[src/rtl/cia_serial_adder.sv]
// cia_serial_adder: multi-cycle carry-increment adder, one BLK-bit block per clock.
// Ports: clk, rst (sync, active-high), start/a/b/cin/sub in; busy/done/sum/cout/ovf out.
// Optional subtract path enabled by defining CIA_SUB_EN.
module cia_serial_adder #(
  parameter int WIDTH = 32,
  parameter int BLK   = 4
) (
  input  logic             clk,
  input  logic             rst,
  input  logic             start,
  input  logic [WIDTH-1:0] a,
  input  logic [WIDTH-1:0] b,
  input  logic             cin,
  input  logic             sub,
  output logic             busy,
  output logic             done,
  output logic [WIDTH-1:0] sum,
  output logic             cout,
  output logic             ovf
);

  localparam int N  = WIDTH / BLK;
  localparam int CW = (N > 1) ? $clog2(N) : 1;

  typedef enum logic [1:0] {
    IDLE,
    RUN,
    DONE
  } state_t;

  state_t           state;
  logic [CW-1:0]    cnt;
  logic [WIDTH-1:0] a_r;
  logic [WIDTH-1:0] b_r;
  logic [WIDTH-1:0] res;
  logic             carry;

  logic [WIDTH-1:0] b_eff;
  logic             c_eff;

`ifdef CIA_SUB_EN
  // Two's-complement subtract: invert b and inject a carry of one.
  always_comb begin
    b_eff = sub ? ~b : b;
    c_eff = sub ? 1'b1 : cin;
  end
`else
  logic unused_sub;
  assign unused_sub = sub;
  assign b_eff      = b;
  assign c_eff      = cin;
`endif

  logic [BLK-1:0]   a_blk;
  logic [BLK-1:0]   b_blk;
  logic [BLK:0]     s0;
  logic [BLK:0]     s1;
  logic [BLK:0]     blk;
  logic [WIDTH-1:0] res_nxt;
  logic             last;
  logic             msb_cin;
  int               base;

  always_comb begin
    base    = int'(cnt) * BLK;
    a_blk   = a_r[base +: BLK];
    b_blk   = b_r[base +: BLK];
    s0      = {1'b0, a_blk} + {1'b0, b_blk};
    s1      = s0 + (BLK+1)'(1);
    blk     = carry ? s1 : s0;
    res_nxt = res;
    res_nxt[base +: BLK] = blk[BLK-1:0];
    // Carry into the top bit of this block, recovered from its sum bit.
    msb_cin = a_blk[BLK-1] ^ b_blk[BLK-1] ^ blk[BLK-1];
    last    = (cnt == CW'(N - 1));
  end

  always_ff @(posedge clk) begin
    if (rst) begin
      state <= IDLE;
      cnt   <= '0;
      a_r   <= '0;
      b_r   <= '0;
      res   <= '0;
      carry <= 1'b0;
      busy  <= 1'b0;
      done  <= 1'b0;
      sum   <= '0;
      cout  <= 1'b0;
      ovf   <= 1'b0;
    end else begin
      unique case (state)
        IDLE, DONE: begin
          done <= 1'b0;
          if (start) begin
            a_r   <= a;
            b_r   <= b_eff;
            carry <= c_eff;
            cnt   <= '0;
            res   <= '0;
            busy  <= 1'b1;
            state <= RUN;
          end else begin
            state <= IDLE;
          end
        end
        RUN: begin
          res   <= res_nxt;
          carry <= blk[BLK];
          if (last) begin
            state <= DONE;
            busy  <= 1'b0;
            done  <= 1'b1;
            sum   <= res_nxt;
            cout  <= blk[BLK];
            ovf   <= msb_cin ^ blk[BLK];
          end else begin
            cnt <= cnt + CW'(1);
          end
        end
        default: begin
          state <= IDLE;
          busy  <= 1'b0;
          done  <= 1'b0;
        end
      endcase
    end
  end

endmodule

[config.mk]
export PLATFORM = sky130hd
export DESIGN_NAME = cia_serial_adder
export DESIGN_NICKNAME = d
export VERILOG_FILES = /design/src/rtl/cia_serial_adder.sv
export SDC_FILE = /design/constraint.sdc
export NUM_CORES = 1
export LEC_CHECK = 0
export BUFFER_PORTS_ARGS = -buffer_cell sky130_fd_sc_hd__buf_2
export CORE_MARGIN = 1
export CORE_UTILIZATION = 55
export DETAILED_ROUTE_END_ITERATION = 6
export PLACE_DENSITY = 0.78
export SYNTH_ARGS = -nofsm -noshare
export SYNTH_HDL_FRONTEND = slang
export SYNTH_SLANG_ARGS = --single-unit
[constraint.sdc]
create_clock -name clk -period 5.7 [get_ports clk]
set_input_delay 1.71 -clock clk [delete_from_list [all_inputs] [get_ports clk]]
set_output_delay 1.71 -clock clk [all_outputs]
set_load 0.005 [all_outputs]
==> summary.md <==
| Metric | Value |
|---|---|
| Status | `complete, no violations` |
| Yosys reg bits | `138` |
| Rel. slew slack | `0.195` |
| Final setup violation count | `0` |
| Global route total overflow | `0` |
| Input/output buffers | `103` |
| Hpwl dp | `9.93 mm` |
| Element type at the critical path end | `flip-flop` |
| Fillers | `884` |
| Clk buf depth | `2` |
| Post CTS Setup Buffer Count | `0` |
| Seq/Total Area, Yosys | `0.451` |
| Clock edge transition at the registers on the reported setup and hold paths | `0.06 ns` |
| Post-cts resize count | `0` |
| Setup slack after layout | `1.51 ns` |
| Clock root buffer | `clkbuf_8` |
| ANT nets after route | `0` |
| Clock Skews | `0.00810 ns` |
| Worst R2R Path Depth | `12` |
| Die H | `108 um` |
| PD cells | `331 nW/um^2` |
| Layout net count | `868` |
| First-pass DRT Iterations | `6` |
| Unrepaired setup endpoints after global routing | `no` |
| Initial antenna violation count | `0` |
| DRC viols | `0` |
| Mux cell area share after synthesis | `0.0837` |
| Synth Cell Area | `6130 sq um` |
| Commonest non-fill, non-tap cell in the layout | `nand2_1` |
| Arr. time, crit path | `4.60 ns` |
| Largest net degree at the start of global routing | `67` |
| Worst slew pin tran | `1.21 ns` |
| Rows | `38` |
| Count of pins over their slew limit | `0` |
| Routed wire length | `14.7 mm` |
| Synth Warn # | `0` |
| Lkg Pwr | `0.00302 uW` |
| Clock Sinks | `138` |
| Vias in the first global route | `5,210` |
| Hold Path Class | `flip-flop to flip-flop` |
| Mean post-synth cell area | `8.68 sq um` |
| Post-route minimum period | `4.19 ns` |
| Cells after Synth | `706` |
| Total number of vias | `5,413` |
| Worst vdd ir | `163 uV` |
| # IOs | `105` |
| Final hold viol count | `0` |
| Final RePlAce weighted congestion | `0.867` |
| Die X | `108 um` |
| Hold path depth | `2` |
| Most frequent cells in the layout | `187 x nand2_1, 138 x dfxtp_1, 102 x buf_2, 87 x a21oi_1, 47 x nor2_1` |
| Initial core utilization | `0.565` |
| First-pass GRT wire length | `24.4 mm` |
| Main combinational cell family by area after synthesis | `simple AND/OR/NAND/NOR gates` |
| Area growth, synth to finish | `19.5%` |
| Hold Path Origin | `res[1]` |
| Synth Area in Adders | `0.0278` |
| Placed Cells | `907` |
| Xor/xnor cell area share of the yosys netlist | `0.0135` |
| Floorplan core area | `10,800 sq um` |
| Post-synthesis simple-gate area fraction | `0.200` |
| Worst-Skew Late Latency | `0.53 ns` |
| Total Power | `2430 uW` |
| Synth Area in Compound Gates | `0.187` |
| Data required time of the worst path | `6.10 ns` |
| Sum Neg Setup Slack | `0 ns` |
| Tot GR Track Use | `0.272` |
| Register area | `2760 sq um` |
| Endpoint, Worst Hold | `res[1]` |
| Post-route clock period utilization | `0.736` |
| Worst r2r dst | `res[21]` |
| Critical path class | `flip-flop to flip-flop` |
| Num CTS Buffers | `17` |
| Area of the multi-input gates | `3150 sq um` |
| Syn Nets | `788` |
| H-tree Lvls | `4` |
| Max frequency | `238 MHz` |
| Crit-path max FO | `14` |
| Antenna diode count | `0` |
| CTS tree | `yes` |
| Reg2reg start | `cnt[0]` |
| Max cap viols | `0` |
| Layout cells sized above 1 | `0.228` |
| Vias per inst | `5.76` |
| R2r setup slk | `1.51 ns` |
| Wire per inst | `15.7 um` |
| CP Launch Type | `flip-flop` |
| Setup WS pre-CTS | `1.56 ns` |
| Distinct cell type count after synthesis | `54` |
| Post-CTS Hold Buffers | `0` |
| DIE AREA | `11,600 sq um` |
| DRT iter0 DRCs | `339` |
| Final std cells w/o fill | `939` |
-- critical path: stages, from the launching register on --
cell,delay (ns)
dfxtp_1,0.71
buf_4,0.35
mux4_2,0.54
nand2_1,0.08
nand2_1,0.08
ha_1,0.23
fa_1,0.49
ha_1,0.31
mux2i_1,0.55
nor3_1,0.19
mux2_2,0.32
a22oi_1,0.15
nor2_1,0.05
-- synth_stat cells, drive strengths merged --
master | instances | share of area
a311oi | 2 | 0.0039
o311ai | 2 | 0.0053
o41ai | 10 | 0.020
and2 | 5 | 0.0051
nand3 | 9 | 0.0082
ha | 12 | 0.024
nand3b | 4 | 0.0067
nor3 | 9 | 0.0073
nor4 | 4 | 0.0041
clkbuf | 30 | 0.018
xnor2 | 4 | 0.0082
clkinv | 2 | 0.0012
a22o | 9 | 0.013
o21bai | 1 | 0.0012
xnor3 | 1 | 0.0039
nor2b | 1 | 0.0010
a211oi | 14 | 0.017
a22oi | 5 | 0.0061
or3 | 6 | 0.0061
mux4 | 16 | 0.059
nor4bb | 1 | 0.0016
o31ai | 4 | 0.0049
a21oi | 87 | 0.071
dfxtp | 138 | 0.45
nor3b | 1 | 0.0012
a32oi | 6 | 0.0086
nand4b | 1 | 0.0014
mux2 | 2 | 0.0037
fa | 1 | 0.0033
o31a | 1 | 0.0014
and2b | 1 | 0.0012
o211ai | 2 | 0.0024
inv | 3 | 0.0018
buf | 21 | 0.016
xor2 | 1 | 0.0014
nand2b | 9 | 0.0096
and3 | 1 | 0.0010
nor2 | 48 | 0.031
a32o | 1 | 0.0016
a21o | 12 | 0.015
o21ai | 19 | 0.016
nand2 | 187 | 0.11
mux2i | 13 | 0.021
-- how the worst max path moves through the flow --
stage	slack (ns)	depth (start not counted)	start	end
2_1_floorplan	2.20	13	cnt[0]	ovf
3_3_place_gp	1.56	12	cnt[0]	res[21]
3_5_place_dp	1.56	12	cnt[0]	res[21]
4_1_cts	1.52	12	cnt[0]	res[21]
5_1_grt	1.32	12	cnt[0]	res[21]
6_report	1.51	12	cnt[0]	res[21]
-- layer usage --
layer | vias up | track usage | share of wire
met1 | 2567 | 0.337 | 0.43
met4 | 0 | 0.128 | 0.028
met3 | 39 | 0.0648 | 0.055
met5 | - | 0 | 0
met2 | 187 | 0.446 | 0.49
li1 | 2620 | - | -
-- logic make-up (layout without fill, tap and decap cells) --
family / count (synthesis) / after routing
buffers and inverters: 56 / 149
and+or+nand+nor: 287 / 287
adders and majority gates: 13 / 13
xor gates and xnor gates: 6 / 6
AOI/OAI and AO/OA: 175 / 175
DFF: 138 / 138
muxes: 31 / 31
-- flip-flops by register name (all words and copies together) (netlist names) --
name,count
busy,1
state,2
cnt,3
a_r,32
res,32
sum,32
ovf,1
done,1
cout,1
carry,1
b_r,32
-- area by class of cell --
| type | count | area share |
|---|---|---|
| multi-input combinational | 512 | 0.430 |
| clock inverter | 13 | 0.0260 |
| timing repair buffer | 112 | 0.0799 |
| inverter | 5 | 0.00256 |
| clock buffer | 19 | 0.0603 |
| sequential | 138 | 0.377 |
| tap | 140 | 0.0239 |
-- power breakdown --
part | switching, uW | leakage [uW] | internal (uW) | total, uW
clock network | 430 | 0.000297 | 737 | 1170
registers | 21.1 | 0.00112 | 996 | 1020
logic | 150 | 0.00160 | 93.3 | 243
total | 601 | 0.00302 | 1830 | 2430
-- metrics by stage --
step	utilization	hold WS (ns)	cell area [sq um]
after floorplan	-	0.414	6130
after global placement	0.618	0.427	6700
after global routing	0.676	0.465	7330
final	0.676	0.447	7330
after CTS	0.676	0.448	7330
after detailed placement	0.618	0.439	6700
No activity file was read; power rests on OpenSTA's default activity.
